**config.mk**
```make
export PLATFORM = sky130hd
export DESIGN_NAME = lane_event_sink
export DESIGN_NICKNAME = d
export VERILOG_FILES = /design/src/rtl/lane_event_sink.sv
export SDC_FILE = /design/constraint.sdc
export NUM_CORES = 1
export LEC_CHECK = 0
export CORE_MARGIN = 2
export CORE_UTILIZATION = 50
export CTS_CLUSTER_DIAMETER = 200
export DETAILED_ROUTE_END_ITERATION = 10
export PLACE_DENSITY = 0.7
export SYNTH_ARGS = -nofsm -noshare
export SYNTH_HDL_FRONTEND = slang
export SYNTH_SLANG_ARGS = --single-unit
```
**constraint.sdc**
```tcl
create_clock -name clk_i -period 3.8 [get_ports clk_i]
set_clock_uncertainty 0.1 [all_clocks]
set_input_delay 0.76 -clock clk_i [delete_from_list [all_inputs] [get_ports clk_i]]
set_output_delay 0.76 -clock clk_i [all_outputs]
set_load 0.05 [all_outputs]
```
**src/rtl/lane_event_sink.sv**
```systemverilog
// lane_event_sink: synchronises N async lanes and detects rising edges, then queues the
// round-robin-granted lane indices in a FIFO drained over valid/ready. Rev 1.0
`default_nettype none

module lane_event_sink #(
    parameter int N           = 4,
    parameter int DEPTH       = 4,
    parameter int SYNC_STAGES = 2,
    localparam int LW         = (N > 1) ? $clog2(N) : 1,
    localparam int CW         = $clog2(DEPTH + 1)
) (
    input  logic          clk_i,
    input  logic          rst_ni,
    input  logic [N-1:0]  lanes_i,
    output logic          evt_valid_o,
    input  logic          evt_ready_i,
    output logic [LW-1:0] evt_lane_o,
    output logic [CW-1:0] evt_count_o,
    output logic          ovf_o,
    input  logic          ovf_clr_i
);

    localparam int AW = $clog2(DEPTH);

    logic [N-1:0]  sync_q [SYNC_STAGES];
    logic [N-1:0]  prev_q;
    logic [N-1:0]  pending_q, pending_d;
    logic [LW-1:0] rr_ptr_q, rr_ptr_d;
    logic          ovf_q, ovf_d;
    logic [LW-1:0] mem_q [DEPTH];
    logic [AW-1:0] wr_ptr_q, rd_ptr_q;
    logic [CW-1:0] count_q;

    logic [N-1:0]  sy;
    logic [N-1:0]  rise;
    logic [N-1:0]  grant_vec;
    logic [LW-1:0] grant_idx;
    logic [LW-1:0] scan_idx;
    logic          found;
    logic          push_ok;
    logic          push;
    logic          pop;
    int            idx;

    assign sy   = sync_q[SYNC_STAGES-1];
    assign rise = sy & ~prev_q;
    assign pop  = (count_q != '0) & evt_ready_i;

    // A full FIFO still accepts a write when the head leaves in the same cycle.
    assign push_ok = (count_q < CW'(DEPTH)) | pop;

    always_comb begin
        grant_vec = '0;
        grant_idx = '0;
        scan_idx  = '0;
        found     = 1'b0;
        idx       = 0;
        for (int off = 0; off < N; off++) begin
            idx = int'(rr_ptr_q) + off;
            if (idx >= N) begin
                idx = idx - N;
            end
            scan_idx = LW'(idx);
            if (!found && push_ok && pending_q[scan_idx]) begin
                found               = 1'b1;
                grant_idx           = scan_idx;
                grant_vec[scan_idx] = 1'b1;
            end
        end
    end

    assign push      = found;
    assign pending_d = (pending_q & ~grant_vec) | rise;
    assign rr_ptr_d  = !found ? rr_ptr_q :
                       (grant_idx == LW'(N - 1)) ? '0 : grant_idx + 1'b1;
    // Set has priority over a clear arriving in the same cycle.
    assign ovf_d     = (|(rise & pending_q & ~grant_vec)) | (ovf_q & ~ovf_clr_i);

    always_ff @(posedge clk_i or negedge rst_ni) begin
        if (!rst_ni) begin
            for (int s = 0; s < SYNC_STAGES; s++) begin
                sync_q[s] <= '0;
            end
            prev_q    <= '0;
            pending_q <= '0;
            rr_ptr_q  <= '0;
            ovf_q     <= 1'b0;
        end else begin
            sync_q[0] <= lanes_i;
            for (int s = 1; s < SYNC_STAGES; s++) begin
                sync_q[s] <= sync_q[s-1];
            end
            prev_q    <= sy;
            pending_q <= pending_d;
            rr_ptr_q  <= rr_ptr_d;
            ovf_q     <= ovf_d;
        end
    end

    always_ff @(posedge clk_i or negedge rst_ni) begin
        if (!rst_ni) begin
            for (int d = 0; d < DEPTH; d++) begin
                mem_q[d] <= '0;
            end
            wr_ptr_q <= '0;
            rd_ptr_q <= '0;
            count_q  <= '0;
        end else begin
            if (push) begin
                mem_q[wr_ptr_q] <= grant_idx;
                wr_ptr_q        <= wr_ptr_q + 1'b1;
            end
            if (pop) begin
                rd_ptr_q <= rd_ptr_q + 1'b1;
            end
            if (push && !pop) begin
                count_q <= count_q + 1'b1;
            end else if (pop && !push) begin
                count_q <= count_q - 1'b1;
            end
        end
    end

    assign evt_valid_o = (count_q != '0);
    assign evt_lane_o  = mem_q[rd_ptr_q];
    assign evt_count_o = count_q;
    assign ovf_o       = ovf_q;

endmodule

`default_nettype wire

```
==> results of run 1 <==
Yosys cell counts, types with 4 or more instances:
library cell	number	area share
dfrtp_1	34	0.42
ha_1	13	0.080
nand2_1	11	0.020
inv_1	10	0.018
mux2_2	7	0.039
o21ai_0	7	0.017
mux2_1	5	0.028
mux2i_1	5	0.024
a31oi_1	4	0.012
buf_4	4	0.015
mux4_2	4	0.044
nand2b_1	4	0.012
xnor2_1	4	0.017
per-layer routing:
layer  global-route usage  up-vias  wire length [um]
li1                     -      667                 -
met1                0.260      685              1730
met2                0.358       50              2020
met3               0.0444       12               199
met4                0.103        0               111
met5                    0        -                 0
registers in the layout (all words and copies together), names as in the netlist, named ones only:
signal and count:
evt_count_o 3, mem_q 8, ovf_o 1, pending_q 4, prev_q 4, rd_ptr_q 2, rr_ptr_q 1, sy 4
sync_q 4, wr_ptr_q 2
layout make-up:
type                       count  area, sq um  share of cell area
multi-input combinational    120         1100               0.465
clock buffer                   5         68.8              0.0292
tap                           50         62.6              0.0265
timing repair buffer          18          170              0.0721
sequential                    34          851               0.361
inverter                      11         41.3              0.0175
clock inverter                 3         68.8              0.0292
worst register-to-register path, stage by stage (launching register included):
cell	delay [ns]
dfrtp_1	0.37
inv_1	0.15
ha_1	0.51
mux2_1	0.38
a2111oi_1	0.42
or2_1	0.23
o21ai_1	0.11
o311ai_4	0.11
mux2i_1	0.22
stage by stage:
| stage | hold slack, ns | instance area [sq um] | cells | worst slack, ns |
|---|---|---|---|---|
| 6_report | 0.257 | 2360 | 241 | 0.955 |
| 5_1_grt | 0.280 | 2360 | 241 | 0.706 |
| 4_1_cts | 0.261 | 2360 | 241 | 0.942 |
| 3_5_place_dp | 0.244 | 2220 | 233 | 0.672 |
| 3_3_place_gp | 0.234 | 2220 | 233 | 0.756 |
| 2_1_floorplan | 0.231 | 2040 | 173 | 1.03 |
kinds of logic (layout without fill, tap and decap cells):
family          Yosys count  in the layout  synth area share
mux                      21             21             0.135
xor+xnor                  6              6            0.0257
flops                    34             34             0.416
buf+inv                  19             37            0.0477
simple gates             47             47             0.151
compound gates           32             32             0.136
fa+ha+maj                14             14            0.0894
worst paths after layout:
check	startpoint	end	slack (ns)	depth (start not counted)
max reg2reg	flip-flop	rr_ptr_q[1]	1.12	8
max	rd_ptr_q[0]	evt_lane_o[1]	0.96	2
min in group asynchronous	rst_ni	sync_q[5]	0.77	2
max in group asynchronous	rst_ni	mem_q[1]	2.53	2
min	sync_q[7]	sy[3]	0.26	0
min reg2reg	sync_q[7]	sy[3]	0.26	0
==> impl_metrics.tcl, run 1 <==
set metrics [dict create \
    gr-total-overflow 0 \
    end_kind "output port" \
    synth_cell_types 51 \
    crit_family "buffers and inverters" \
    post-dp-hpwl_um 2850 \
    cp.required_ns 2.94 \
    num_rows 23 \
    root_buffer "clkbuf_8" \
    yosysSeqAreaShare 0.416 \
    rsz0062_at_grt "false" \
    worst-path-buf-inv 1 \
    cp_data_arrival_time_ns 1.98 \
    max_stage_delay_ns 0.71 \
    coreArea_sq_um 3970 \
    grt_max_degree 35 \
    wl_um 4050 \
    cts_tree "done" \
    grt_util_all_layers 0.213 \
    synth-main-ff-cell "dfrtp_1" \
    worstMarginPinSlew_ns 0.566 \
    cap_violations 0 \
    grt_pass1_wl_um 7160 \
    grt_pass1_vias 1494 \
    final_common_cell "dfrtp_1" \
    ant_nets 0 \
    antenna_found_initial 0 \
    worstPathCellList "mux4_2 -> clkdlybuf4s50_1" \
    cts.path.max_buffers 2 \
    synth_cells 173 \
    synthesis.nets 195 \
    hold_violations 0 \
    period_needed_ns 2.84 \
    worst_setup_path_start_kind "flip-flop" \
    post_cts_resized 0 \
    synth_area_sq_um 2040 \
    clock_latency_ns 0.29 \
    vias_per_cell 5.87 \
    crit_type "flip-flop to output port" \
    start_util 0.515 \
    fillers 320 \
    cts_buffers 5 \
    drt_iter0_markers 140 \
    finalNetCount 212 \
    hp-class "flip-flop to flip-flop" \
    dieArea_sq_um 4620 \
    drc 0 \
    clock-sinks 34 \
    die_w_um 67.9 \
    die_h_um 67.9 \
    syn_avg_cell_area_sq_um 11.8 \
    gp_congestion 0.848 \
    syn_to_final_growth_pct 15.4 \
    fin_crit_sh 0.749 \
    h-tree-depth 2 \
    setup_violations 0 \
    synth-seq-cells 34 \
    slowest_stage "clkdlybuf4s50_1" \
    tns_ns 0 \
    slew_headroom 0.622 \
    outcome "complete, no violations" \
    wl_per_cell_um 16.8 \
    io_buffers 14 \
    postCtsHoldBufs 0 \
    fmax_mhz 352 \
    synth_edf_count 0 \
    via_count 1414 \
    diodes 0 \
    crit_fanout 4 \
    cts_setup_buffers 0 \
    layout_common_cells "dfrtp_1, clkdlybuf4s50_1, ha_1" \
    ys_warn_count 0 \
    async_flop_share 1.00 \
    dr.pass1.iters 5 \
    utilization 0.594 \
    num_io_pins 15 \
    drive_gt1_frac 0.178 \
    maxSlewViolCount 0 \
    clk_pin_slew_ns 0.07 \
]
Power of run 1 is not shown: default switching activity piles up to over one toggle a cycle in this logic, so the estimate is an artifact.
==> run 2: changes to the inputs <==
--- a/config.mk
+++ b/config.mk
@@ -9,7 +9,7 @@
 export CORE_UTILIZATION = 50
 export CTS_CLUSTER_DIAMETER = 200
 export DETAILED_ROUTE_END_ITERATION = 10
-export PLACE_DENSITY = 0.7
+export PLACE_DENSITY = 0.72
 export SYNTH_ARGS = -nofsm -noshare
 export SYNTH_HDL_FRONTEND = slang
 export SYNTH_SLANG_ARGS = --single-unit
==> constraint.sdc (replaced) <==
create_clock -name clk_i -period 2.55 [get_ports clk_i]
set_clock_uncertainty 0.1 [all_clocks]
set_input_delay 0.51 -clock clk_i [delete_from_list [all_inputs] [get_ports clk_i]]
set_output_delay 0.51 -clock clk_i [all_outputs]
set_load 0.05 [all_outputs]
==> impl_metrics.tcl, run 2 (synthesis gave the netlist of run 1 again) <==
set metrics [dict create \
    dieArea_sq_um 4620 \
    wl_um 4130 \
    busiest_layer "met2" \
    drive_gt1_frac 0.234 \
    rsz0062_at_grt "false" \
    cts_buffers 5 \
    cts_tree "done" \
    cp.required_ns 1.94 \
    hp-class "flip-flop to flip-flop" \
    grt.met3_usage 0.0559 \
    clock-sinks 34 \
    die_h_um 67.9 \
    setup_violations 0 \
    p_leak_nw 1.04 \
    via_count 1439 \
    worst_setup_path_start_kind "flip-flop" \
    clock_latency_ns 0.28 \
    dpl.cell_count 243 \
    power.density_nw_per_um2 1440 \
    crit_fanout 5 \
    fmax_mhz 409 \
    cap_violations 0 \
    syn_to_final_growth_pct 17.7 \
    ant_nets 0 \
    worstMarginPinSlew_ns 0.508 \
    grt_max_degree 35 \
    num_io_pins 15 \
    largest_reg_flops 8 \
    crit_type "flip-flop to output port" \
    fin_cells 251 \
    gr-total-overflow 0 \
    place_area_sq_um 2320 \
    fin_area_sq_um 2410 \
    dp_slack_ns -0.0590 \
    num_rows 23 \
    final_common_cell "dfrtp_1" \
    slew_headroom 0.660 \
    multi_input_area_sq_um 1120 \
    die_w_um 67.9 \
    start_util 0.515 \
    dr.pass1.iters 4 \
    wl_per_cell_um 16.5 \
    end_kind "output port" \
    gp_congestion 0.957 \
    period_needed_ns 2.44 \
    cp_data_arrival_time_ns 1.83 \
    cts.path.max_buffers 2 \
    grt_pass1_vias 1540 \
    vias_per_cell 5.73 \
    drc 0 \
    drt_iter0_markers 78 \
    grt_util_all_layers 0.218 \
    grt_pass1_wl_um 7380 \
    seqCellArea_sq_um 851 \
    antenna_found_initial 0 \
    diodes 0 \
    hold_violations 0 \
    fin_ws_ns 0.106 \
    h-tree-depth 2 \
    use_met1 0.280 \
    use_met2 0.343 \
    layout_common_cells "dfrtp_1, buf_4, ha_1, clkdlybuf4s50_1, nand2_1" \
    postCtsHoldBufs 0 \
    outcome "complete, no violations" \
    regMostFlops "mem_q" \
    coreArea_sq_um 3970 \
    clk_pin_slew_ns 0.06 \
    finalNetCount 222 \
    ir_worst_vdd_v 0.000787 \
    fillers 322 \
    maxSlewViolCount 0 \
    post-dp-hpwl_um 3150 \
    root_buffer "clkbuf_8" \
    io_buffers 14 \
    timing.hold.ws_ns 0.254 \
    fin_crit_sh 0.959 \
]
==> run 2: changes by cell type in the layout (fill, tap and decap cells not counted), sizes merged <==
cell / delta
buf: +10
bufinv: -2
clkbuf: +2
clkdlybuf4s50: -2
dlygate4sd2: +2
==> run 2: cell type report <==
| cell class | instances | share of cell area |
|---|---|---|
| clock inverter | 1 | 0.00208 |
| sequential | 34 | 0.354 |
| inverter | 11 | 0.0172 |
| tap | 50 | 0.0260 |
| clock buffer | 7 | 0.0359 |
| multi-input combinational | 120 | 0.464 |
| timing repair buffer | 28 | 0.101 |
==> run 2: what timing repair did <==
action | CTS | global route
setup endpoints to repair | 2 | 0
setup buffers | 0 | 0
resized for setup | 2 | 0
==> run 2: power by group <==
group | internal [mW] | switching (mW) | leakage [nW]
clock | 0.217 | 0.182 | 0.0482
sequential | 0.738 | 0.221 | 0.396
combinational | 0.942 | 1.18 | 0.596
total | 1.90 | 1.58 | 1.04
==> run 2: final timing paths <==
check / startpoint / to / slack, ns / cells past startpoint
setup reg to reg: rr_ptr_q[1] / mem_q[7] / 0.17 / 9
setup / recovery: evt_count_o[2] / evt_valid_o / 0.11 / 2
max in group asynchronous: rst_ni / mem_q[1] / 1.52 / 2
hold reg to reg: sync_q[7] / sy[3] / 0.25 / 0
hold / removal: sync_q[7] / sy[3] / 0.25 / 0
min in group asynchronous: rst_ni / sync_q[4] / 0.53 / 2
==> run 2: metal layers <==
layer,wire length (um),part of all wire,vias up
li1,-,-,684
met1,1810,0.44,717
met2,2080,0.50,27
met3,137,0.033,11
met4,104,0.025,0
met5,0,0,-
==> run 2: metrics by stage <==
step | utilization | setup TNS (ns) | power, mW
2_1_floorplan | - | 0 | 2.55
3_3_place_gp | 0.583 | 0 | 3.00
3_5_place_dp | 0.583 | -0.209 | 3.10
4_1_cts | 0.606 | 0 | 3.49
5_1_grt | 0.606 | 0 | 3.74
6_report | 0.606 | 0 | 3.48
==> run 2: worst max-delay path: stages (launching register included) <==
cell and delay [ns]:
dfrtp_1 0.42, or3_4 0.41, clkdlybuf4s50_1 0.71
(Power assumes the default switching activity.)
==> run 3: changes to the inputs <==
--- a/config.mk
+++ b/config.mk
@@ -5,11 +5,13 @@
 export SDC_FILE = /design/constraint.sdc
 export NUM_CORES = 1
 export LEC_CHECK = 0
+export CAP_MARGIN = 20
 export CORE_MARGIN = 2
-export CORE_UTILIZATION = 50
+export CORE_UTILIZATION = 44
 export CTS_CLUSTER_DIAMETER = 200
 export DETAILED_ROUTE_END_ITERATION = 10
-export PLACE_DENSITY = 0.72
+export GPL_ROUTABILITY_DRIVEN = 0
+export PLACE_DENSITY = 0.65
 export SYNTH_ARGS = -nofsm -noshare
 export SYNTH_HDL_FRONTEND = slang
 export SYNTH_SLANG_ARGS = --single-unit
==> impl_metrics.tcl, run 3 (synthesis gave the netlist of run 1 again) <==
set metrics [dict create \
    reg2reg_from "rr_ptr_q[1]" \
    worst_setup_path_start_kind "flip-flop" \
    layout_common_cells "dfrtp_1, buf_4, ha_1, clkdlybuf4s50_1, nand2_1" \
    busiest_layer "met2" \
    diodes 0 \
    cp_data_arrival_time_ns 1.83 \
    setup_violations 0 \
    cts_tree "done" \
    finalNetCount 222 \
    post-dp-hpwl_um 3130 \
    ant_nets 0 \
    vias_per_cell 5.80 \
    num_io_pins 15 \
    worstMarginPinSlew_ns 0.601 \
    clock-sinks 34 \
    maxSlewViolCount 0 \
    drt_iter0_markers 51 \
    grt_pass1_wl_um 7090 \
    reg2reg_slack_ns 0.19 \
    cap_violations 0 \
    postCtsHoldBufs 0 \
    cp.required_ns 1.94 \
    root_buffer "clkbuf_8" \
    period_needed_ns 2.44 \
    hold_depth 0 \
    hp-start "sync_q[6]" \
    hp-class "flip-flop to flip-flop" \
    ir_worst_vdd_v 0.000709 \
    use_met2 0.283 \
    coreArea_sq_um 4410 \
    grt_pass1_vias 1522 \
    gr-total-overflow 0 \
    dp_slack_ns -0.0772 \
    drive_gt1_frac 0.234 \
    dieArea_sq_um 5210 \
    final_common_cell "dfrtp_1" \
    reg2reg_to "mem_q[3]" \
    hold_violations 0 \
    drc 0 \
    p_leak_nw 1.04 \
    largest_reg_flops 8 \
    cts_buffers 5 \
    utilization 0.548 \
    reg2regPathDepth 9 \
    wl_per_cell_um 16.1 \
    cts.path.max_buffers 2 \
    end_kind "output port" \
    fmax_mhz 410 \
    grt_util_all_layers 0.174 \
    fin_crit_sh 0.956 \
    cts_setup_buffers 0 \
    power.density_nw_per_um2 1440 \
    die_w_um 72.2 \
    rsz0062_at_grt "false" \
    via_count 1467 \
    grt.met3_usage 0.0222 \
    num_rows 24 \
    die_h_um 72.2 \
    crit_fanout 5 \
    hold_path_end "sy[2]" \
    wl_um 4070 \
    tns_ns 0 \
    start_util 0.463 \
    clock_latency_ns 0.28 \
    fillers 381 \
    crit_type "flip-flop to output port" \
    syn_to_final_growth_pct 18.4 \
    regMostFlops "mem_q" \
    dr.pass1.iters 4 \
    h-tree-depth 2 \
    use_met1 0.233 \
    fin_ws_ns 0.111 \
    slew_headroom 0.598 \
    antenna_found_initial 0 \
    clk_pin_slew_ns 0.06 \
    grt_max_degree 23 \
    io_buffers 14 \
    outcome "complete, no violations" \
]
-- run 3: changes by cell type in the layout (fill, tap and decap cells not counted) --
cell	change
buf_12	+1
buf_4	-1
-- run 3: metrics by stage --
step / hold slack [ns] / power [mW] / area [sq um] / std cells
finish: 0.249 / 3.48 / 2420 / 253
global route: 0.268 / 3.73 / 2420 / 253
CTS: 0.252 / 3.50 / 2420 / 253
detailed placement: 0.237 / 3.11 / 2330 / 245
global placement: 0.232 / 3.02 / 2330 / 245
floorplan: 0.114 / 2.55 / 2070 / 173
-- run 3: worst max path at each step --
stage                     slack, ns             end            from
after floorplan               0.004        mem_q[0]       flip-flop
after global placement       -0.007  evt_count_o[2]     evt_ready_i
after detailed placement      -0.08  evt_count_o[2]     evt_ready_i
after CTS                      0.09     evt_valid_o  evt_count_o[2]
after global routing           0.05  evt_count_o[2]     evt_ready_i
final                          0.11     evt_valid_o  evt_count_o[2]
-- run 3: worst max-delay path, cell delays in order (launching register included) --
cell and delay (ns):
dfrtp_1 0.43, or3_4 0.41, clkdlybuf4s50_1 0.71
-- run 3: layout make-up --
cell class / instances / area [sq um] / area share
clock buffers: 7 / 86.3 / 0.0357
clock inverters: 1 / 5.00 / 0.00207
inverters: 11 / 41.3 / 0.0171
multi-input cells: 120 / 1120 / 0.461
flip-flops and latches: 34 / 851 / 0.351
well taps: 52 / 65.1 / 0.0269
repair buffers: 28 / 255 / 0.105
-- run 3: timing repair --
action / CTS / global route
hold endpoints to repair: 0 / 0
setup endpoints to repair: 2 / 0
gates resized for setup: 2 / 0
-- run 3: where the power goes --
group	switching [mW]	internal (mW)	total [mW]	leakage, nW
clock network	0.175	0.217	0.392	0.0482
registers	0.217	0.738	0.956	0.396
logic	1.18	0.945	2.13	0.600
total	1.58	1.90	3.48	1.04
-- run 3: layer usage --
layer,vias to the layer above,wire (um)
met5,-,0
met3,10,148
met2,38,2000
li1,685,-
met1,734,1840
met4,0,80
